**src/rtl/multicycle_ctrl_pkg.sv**
```systemverilog
// Shared encodings for the multicycle ARM-subset control unit: FSM states,
// datapath select codes, instruction field constants and small decode helpers.
package multicycle_ctrl_pkg;

   typedef enum logic [3:0] {
      S_FETCH  = 4'd0,
      S_DECODE = 4'd1,
      S_MEMADR = 4'd2,
      S_MEMRD  = 4'd3,
      S_MEMWB  = 4'd4,
      S_MEMWR  = 4'd5,
      S_EXECR  = 4'd6,
      S_EXECI  = 4'd7,
      S_ALUWB  = 4'd8,
      S_BRANCH = 4'd9
   } state_t;

   typedef enum logic [1:0] {
      ALU_ADD = 2'b00,
      ALU_SUB = 2'b01,
      ALU_AND = 2'b10,
      ALU_ORR = 2'b11
   } alu_ctl_t;

   typedef enum logic [1:0] {
      RES_ALUOUT    = 2'b00,
      RES_DATA      = 2'b01,
      RES_ALURESULT = 2'b10
   } result_src_t;

   typedef enum logic [1:0] {
      SRCB_WDATA  = 2'b00,
      SRCB_EXTIMM = 2'b01,
      SRCB_FOUR   = 2'b10
   } alusrcb_t;

   localparam logic [3:0] COND_EQ = 4'b0000;
   localparam logic [3:0] COND_NE = 4'b0001;
   localparam logic [3:0] COND_CS = 4'b0010;
   localparam logic [3:0] COND_CC = 4'b0011;
   localparam logic [3:0] COND_MI = 4'b0100;
   localparam logic [3:0] COND_PL = 4'b0101;
   localparam logic [3:0] COND_VS = 4'b0110;
   localparam logic [3:0] COND_VC = 4'b0111;
   localparam logic [3:0] COND_HI = 4'b1000;
   localparam logic [3:0] COND_LS = 4'b1001;
   localparam logic [3:0] COND_GE = 4'b1010;
   localparam logic [3:0] COND_LT = 4'b1011;
   localparam logic [3:0] COND_GT = 4'b1100;
   localparam logic [3:0] COND_LE = 4'b1101;
   localparam logic [3:0] COND_AL = 4'b1110;

   localparam logic [1:0] OP_DP  = 2'b00;
   localparam logic [1:0] OP_MEM = 2'b01;
   localparam logic [1:0] OP_BR  = 2'b10;
   localparam logic [1:0] OP_ILL = 2'b11;

   localparam logic [3:0] CMD_ADD = 4'b0100;
   localparam logic [3:0] CMD_SUB = 4'b0010;
   localparam logic [3:0] CMD_AND = 4'b0000;
   localparam logic [3:0] CMD_ORR = 4'b1100;
   localparam logic [3:0] CMD_CMP = 4'b1010;

   // Unrecognised commands fall back to ADD.
   function automatic alu_ctl_t cmd_to_alu(input logic [3:0] cmd);
      alu_ctl_t ctl;
      case (cmd)
         CMD_ADD: ctl = ALU_ADD;
         CMD_SUB: ctl = ALU_SUB;
         CMD_CMP: ctl = ALU_SUB;
         CMD_AND: ctl = ALU_AND;
         CMD_ORR: ctl = ALU_ORR;
         default: ctl = ALU_ADD;
      endcase
      return ctl;
   endfunction

   function automatic logic cmd_sets_cv(input logic [3:0] cmd);
      return (cmd == CMD_ADD) || (cmd == CMD_SUB) || (cmd == CMD_CMP);
   endfunction

endpackage

```
**src/rtl/cond_check.sv**
```systemverilog
// Combinational ARM condition-code evaluation of a 4-bit Cond field against
// the NZCV flags; 1111 never executes.
module cond_check
   import multicycle_ctrl_pkg::*;
(
   input  logic [3:0] i_cond,
   input  logic [3:0] i_flags,
   output logic       o_cond_ex
);

   logic w_n;
   logic w_z;
   logic w_c;
   logic w_v;

   assign w_n = i_flags[3];
   assign w_z = i_flags[2];
   assign w_c = i_flags[1];
   assign w_v = i_flags[0];

   // Condition lookup
   always_comb begin
      o_cond_ex = 1'b0;
      case (i_cond)
         COND_EQ: o_cond_ex = w_z;
         COND_NE: o_cond_ex = ~w_z;
         COND_CS: o_cond_ex = w_c;
         COND_CC: o_cond_ex = ~w_c;
         COND_MI: o_cond_ex = w_n;
         COND_PL: o_cond_ex = ~w_n;
         COND_VS: o_cond_ex = w_v;
         COND_VC: o_cond_ex = ~w_v;
         COND_HI: o_cond_ex = w_c & ~w_z;
         COND_LS: o_cond_ex = ~w_c | w_z;
         COND_GE: o_cond_ex = (w_n == w_v);
         COND_LT: o_cond_ex = (w_n != w_v);
         COND_GT: o_cond_ex = ~w_z & (w_n == w_v);
         COND_LE: o_cond_ex = w_z | (w_n != w_v);
         COND_AL: o_cond_ex = 1'b1;
         default: o_cond_ex = 1'b0;
      endcase
   end

endmodule

```
**src/rtl/multicycle_control_fsm.sv**
```systemverilog
// Multicycle control unit: decodes the IR, holds NZCV and the latched condition
// result, and sequences every datapath select and write enable per state.
module multicycle_control_fsm
   import multicycle_ctrl_pkg::*;
(
   input  logic        clk,
   input  logic        reset,
   input  logic [19:0] Instr,
   input  logic [3:0]  ALUFlags,
   output logic        PCWrite,
   output logic        AdrSrc,
   output logic        MemWrite,
   output logic        IRWrite,
   output logic        RegWrite,
   output logic [1:0]  ResultSrc,
   output logic        ALUSrcA,
   output logic [1:0]  ALUSrcB,
   output logic [1:0]  ImmSrc,
   output logic [1:0]  RegSrc,
   output logic [1:0]  ALUControl,
   output logic        IllegalOp,
   output logic [3:0]  State
);

   state_t      r_state;
   state_t      w_next_state;
   logic [3:0]  r_flags;
   logic        r_cond_ex;
   logic        w_cond_ex;

   logic [3:0]  w_cond;
   logic [1:0]  w_op;
   logic [5:0]  w_funct;
   logic [3:0]  w_rd;
   logic [3:0]  w_cmd;
   logic        w_unused_rn;

   logic        w_pc_write;
   logic        w_adr_src;
   logic        w_mem_write;
   logic        w_ir_write;
   logic        w_reg_write;
   result_src_t w_res_src;
   logic        w_alu_src_a;
   alusrcb_t    w_alu_src_b;
   alu_ctl_t    w_alu_ctl;
   logic        w_illegal;

   assign w_cond      = Instr[19:16];
   assign w_op        = Instr[15:14];
   assign w_funct     = Instr[13:8];
   assign w_rd        = Instr[3:0];
   assign w_cmd       = w_funct[4:1];
   assign w_unused_rn = ^Instr[7:4];

   cond_check u_cond_check (
      .i_cond    (w_cond),
      .i_flags   (r_flags),
      .o_cond_ex (w_cond_ex)
   );

   // State, flags and latched condition result
   always_ff @(posedge clk) begin
      if (reset) begin
         r_state   <= S_FETCH;
         r_flags   <= 4'b0000;
         r_cond_ex <= 1'b0;
      end else begin
         r_state <= w_next_state;
         if (r_state == S_DECODE) begin
            r_cond_ex <= w_cond_ex;
         end
         if (((r_state == S_EXECR) || (r_state == S_EXECI)) && r_cond_ex && w_funct[0]) begin
            r_flags[3:2] <= ALUFlags[3:2];
            if (cmd_sets_cv(w_cmd)) begin
               r_flags[1:0] <= ALUFlags[1:0];
            end
         end
      end
   end

   // Next-state and per-state datapath controls
   always_comb begin
      w_next_state = S_FETCH;
      w_pc_write   = 1'b0;
      w_adr_src    = 1'b0;
      w_mem_write  = 1'b0;
      w_ir_write   = 1'b0;
      w_reg_write  = 1'b0;
      w_res_src    = RES_ALUOUT;
      w_alu_src_a  = 1'b0;
      w_alu_src_b  = SRCB_WDATA;
      w_alu_ctl    = ALU_ADD;
      w_illegal    = 1'b0;
      case (r_state)
         S_FETCH: begin
            w_ir_write   = 1'b1;
            w_pc_write   = 1'b1;
            w_alu_src_a  = 1'b1;
            w_alu_src_b  = SRCB_FOUR;
            w_res_src    = RES_ALURESULT;
            w_next_state = S_DECODE;
         end
         S_DECODE: begin
            w_alu_src_a = 1'b1;
            w_alu_src_b = SRCB_FOUR;
            w_res_src   = RES_ALURESULT;
            w_illegal   = (w_op == OP_ILL);
            case (w_op)
               OP_MEM:  w_next_state = S_MEMADR;
               OP_DP:   w_next_state = w_funct[5] ? S_EXECI : S_EXECR;
               OP_BR:   w_next_state = S_BRANCH;
               default: w_next_state = S_FETCH;
            endcase
         end
         S_MEMADR: begin
            w_alu_src_b  = SRCB_EXTIMM;
            w_alu_ctl    = w_funct[3] ? ALU_ADD : ALU_SUB;
            w_next_state = w_funct[0] ? S_MEMRD : S_MEMWR;
         end
         S_MEMRD: begin
            w_adr_src    = 1'b1;
            w_next_state = S_MEMWB;
         end
         S_MEMWB: begin
            w_res_src    = RES_DATA;
            w_reg_write  = r_cond_ex;
            w_pc_write   = w_reg_write & (w_rd == 4'd15);
            w_next_state = S_FETCH;
         end
         S_MEMWR: begin
            w_adr_src    = 1'b1;
            w_mem_write  = r_cond_ex;
            w_next_state = S_FETCH;
         end
         S_EXECR: begin
            w_alu_ctl    = cmd_to_alu(w_cmd);
            w_next_state = S_ALUWB;
         end
         S_EXECI: begin
            w_alu_src_b  = SRCB_EXTIMM;
            w_alu_ctl    = cmd_to_alu(w_cmd);
            w_next_state = S_ALUWB;
         end
         S_ALUWB: begin
            // CMP only updates flags; a write to R15 also reloads the PC
            w_reg_write  = r_cond_ex & (w_cmd != CMD_CMP);
            w_pc_write   = w_reg_write & (w_rd == 4'd15);
            w_next_state = S_FETCH;
         end
         S_BRANCH: begin
            w_alu_src_b  = SRCB_EXTIMM;
            w_res_src    = RES_ALURESULT;
            w_pc_write   = r_cond_ex;
            w_next_state = S_FETCH;
         end
         default: begin
            w_next_state = S_FETCH;
         end
      endcase
   end

   assign PCWrite    = w_pc_write  & ~reset;
   assign MemWrite   = w_mem_write & ~reset;
   assign IRWrite    = w_ir_write  & ~reset;
   assign RegWrite   = w_reg_write & ~reset;
   assign IllegalOp  = w_illegal   & ~reset;
   assign AdrSrc     = w_adr_src;
   assign ResultSrc  = w_res_src;
   assign ALUSrcA    = w_alu_src_a;
   assign ALUSrcB    = w_alu_src_b;
   assign ALUControl = w_alu_ctl;
   assign ImmSrc     = w_op;
   assign RegSrc     = {(w_op == OP_MEM) & ~w_funct[0], (w_op == OP_BR)};
   assign State      = r_state;

endmodule

```
**config.mk**
```make
export PLATFORM = sky130hd
export DESIGN_NAME = multicycle_control_fsm
export DESIGN_NICKNAME = d
export VERILOG_FILES = /design/src/rtl/multicycle_ctrl_pkg.sv /design/src/rtl/cond_check.sv /design/src/rtl/multicycle_control_fsm.sv
export SDC_FILE = /design/constraint.sdc
export NUM_CORES = 1
export LEC_CHECK = 0
export ABC_AREA = 0
export CAP_MARGIN = 20
export CORE_MARGIN = 5
export CORE_UTILIZATION = 40
export CTS_BUF_LIST = sky130_fd_sc_hd__clkbuf_4 sky130_fd_sc_hd__clkbuf_8
export CTS_CLUSTER_SIZE = 24
export DETAILED_ROUTE_END_ITERATION = 8
export GPL_TIMING_DRIVEN = 0
export PLACE_DENSITY = 0.94
export RECOVER_POWER = 50
export SLEW_MARGIN = 25
export SYNTH_ARGS = -nofsm -noshare
export SYNTH_HDL_FRONTEND = slang
export SYNTH_SLANG_ARGS = --single-unit
export TNS_END_PERCENT = 30
```
**constraint.sdc**
```tcl
create_clock -name clk -period 2.2 [get_ports clk]
set_input_delay 0.33 -clock clk [delete_from_list [all_inputs] [get_ports clk]]
set_output_delay 0.33 -clock clk [all_outputs]
set_load 0.02 [all_outputs]
```
==> reports/results.txt <==
RSZ-0062 raised after global routing: yes
nets@finish: 183
status: completed
Pwr Density: 421 mW/mm^2
family with the most delay on the worst path: buffers and inverters
pin count of the biggest net entering global routing: 11
vias in the first global route: 840
share of the synthesized area in the top cell type: 22.1%
Peak Freq: 461 MHz
worst-case clock buffer depth: 2
GRT Residual Overflow: 0
1st-pass router iterations: 5
Slowest cell on crit path: clkdlybuf4s50_1
Slew @ Worst Pin: 0.403 ns
CTS tree: yes
Max-slew headroom: 72.9%
share of cells above drive strength 1: 12.8%
Worst-path clk slew: 0.06 ns
Power Total: 530 uW
worst-path cell chain: buf_4, or2b_1, o22ai_1, clkdlybuf4s50_1
Mapped Area: 816 sq um
dominant cell type by area after synthesis: dfxtp_1
Syn. warnings: 0
Inst Count DP: 179
Top Ports: 47
Max Slew Vio Count: 0
initial antenna violation count: 0
Mapped Nets: 139
Initial Utilization: 41.6%
Post-synth EDFFs: 0
hpwl dp: 1920 microns
Setup Buffers After CTS: 0
Post-Layout Cell Count: 183
fin crit share: 98.6%
Place WS: -0.361 ns
final setup vio count: 0
Starting DRT DRC Count: 18
clk_skew: 0.0104 ns
most frequent cell after synthesis: nor2_1
Pleak: 0.524 nW
Worst Setup End Kind: output port
HP Class: in -> reg
total CTS buffers: 3
Wirelength per Cell: 13.1 microns
drt via density: 5.36
CP Launch Type: flip-flop
critical path type: reg -> out
Core ar.: 0.00196 sq mm
synth cell count leaders: 13 x nor2_1, 9 x dfxtp_1, 8 x nand2_1
Critical Path Max Stage Delay: 0.64 ns
H-tree depth: 1
root buf cell: clkbuf_4
diode count: 0
Worst EP required: 1.87 ns
first-pass GRT wire length: 3430 microns
via count: 981
top_reg_cell synth: dfxtp_1
final wirelength: 2390 microns
crit path DAT: 1.84 ns
IO buf count: 39
maximum VDD drop: 0.313 mV
Routed Antenna Nets: 0
Hold Vio Cnt, Final: 0
setup TNS: 0 ns
min cycle time layout: 2.17 ns
top post-synthesis cells by area: dfxtp_1 22%, nor2_1 6.0%, xor2_1 5.4%
CTS Sinks: 9
synthesized flop and latch total: 9
area grow syn2layout: 54.1%
Filler Cell Count: 184
WP buf/inv: 2
Std-Cell Rows: 16
Mean Syn Cell Area: 7.22 sq um
Die X-Extent: 55.2 microns
post-synth cell types: 38
worst setup margin: 0.0309 ns
DRC viols: 0
post-synthesis async set-or-reset flop share: 0%
DIE HEIGHT: 55.2 microns
GPL Wtd Cong: 0.800
critical path peak fanout: 10
total global-route track usage: 15.1%
Core Util, Final: 64.1%
cell count after synthesis: 113
die area: 0.00304 sq mm
worst skew pair latency: 0.26 ns
Max-cap violations: 0
R2R Setup Slk: 0.66 ns
post-synthesis sequential area ratio: 22.1%
cell usage in the layout (no fill, tap or decap), types with 2 or more instances in the layout:
master and count:
and3_1 3, buf_4 3, nor4_1 2, buf_6 2
nand2_1 8, nand3_1 4, buf_2 2, mux2i_1 2
nor3_1 7, a22oi_1 2, a31oi_1 4, clkdlybuf4s50_1 25
o211ai_1 2, o21ai_0 7, nor2b_1 2, xnor2_1 3
inv_1 4, dlygate4sd3_1 4, nor3b_1 4, a21oi_1 7
nand2b_1 3, xor2_1 5, clkbuf_4 5, nor2_1 14
dlygate4sd2_1 6, dfxtp_1 8
layout make-up:
class | count | area, sq um | area share (%)
plain buffers | 8 | 62.6 | 4.98
clock buffers | 4 | 30.0 | 2.39
flip-flops and latches | 9 | 181 | 14.4
multi-input cells | 92 | 559 | 44.5
well taps | 27 | 33.8 | 2.69
repair buffers | 39 | 375 | 29.9
inverters | 4 | 15.0 | 1.19
through the flow:
step	hold WS, ns	instance area, sq um
after floorplan	0.399	816
after global placement	0.507	1240
after detailed placement	0.516	1240
after CTS	0.514	1270
after global routing	0.532	1260
final	0.520	1260
repair_timing:
action	in CTS	in global routing
pin swaps	0	0
gates resized for setup	14	5
cloned	0	0
endpoints found under the hold margin	0	0
setup endpoints to repair	9	4
hold buffers	0	0
sequential cells by signal (all words and copies together) (netlist names):
name       flops
State          4
r_flags        4
r_cond_ex      1
worst min-delay path, delay by kind of cell:
kind                      cells  cell delay [ns]
buffers and inverters         2             0.18
AOI/OAI and AO/OA             1             0.11
xor gates and xnor gates      1             0.11
report_power, final:
group          internal (mW)  total (mW)  switching, mW
logic                  0.106       0.214          0.108
registers              0.170       0.177        0.00715
clock network         0.0820       0.139         0.0567
total                  0.357       0.530          0.172
final timing paths:
path	cells past startpoint	start	end
setup reg to reg	5	State[2]$_SDFF_PP0_	r_flags[1]$_SDFFE_PP0P_
setup / recovery	4	State[2]$_SDFF_PP0_	ALUSrcB[0]
hold / removal	4	Instr[16]	r_cond_ex$_SDFFE_PP0P_
hold reg to reg	2	r_flags[2]$_SDFFE_PP0P_	r_flags[2]$_SDFFE_PP0P_
logic make-up after synthesis:
group / synth area share [%]
AO/OA/AOI/OAI: 20.7
XOR/XNOR: 8.59
buffers and inverters: 9.35
flip-flops: 22.1
multiplexers: 2.45
AND/OR/NAND/NOR: 36.8
per-layer routing:
layer / track usage [%] / vias up / wire (microns) / part of all wire [%]
met3: 3.49 / 2 / 259 / 11
met4: 2.02 / 0 / 9 / 0.38
met5: 0 / - / 0 / 0
met1: 16.7 / 444 / 939 / 39
li1: - / 488 / - / -
met2: 29.5 / 47 / 1180 / 49
Power figures use the tool's default switching activity.
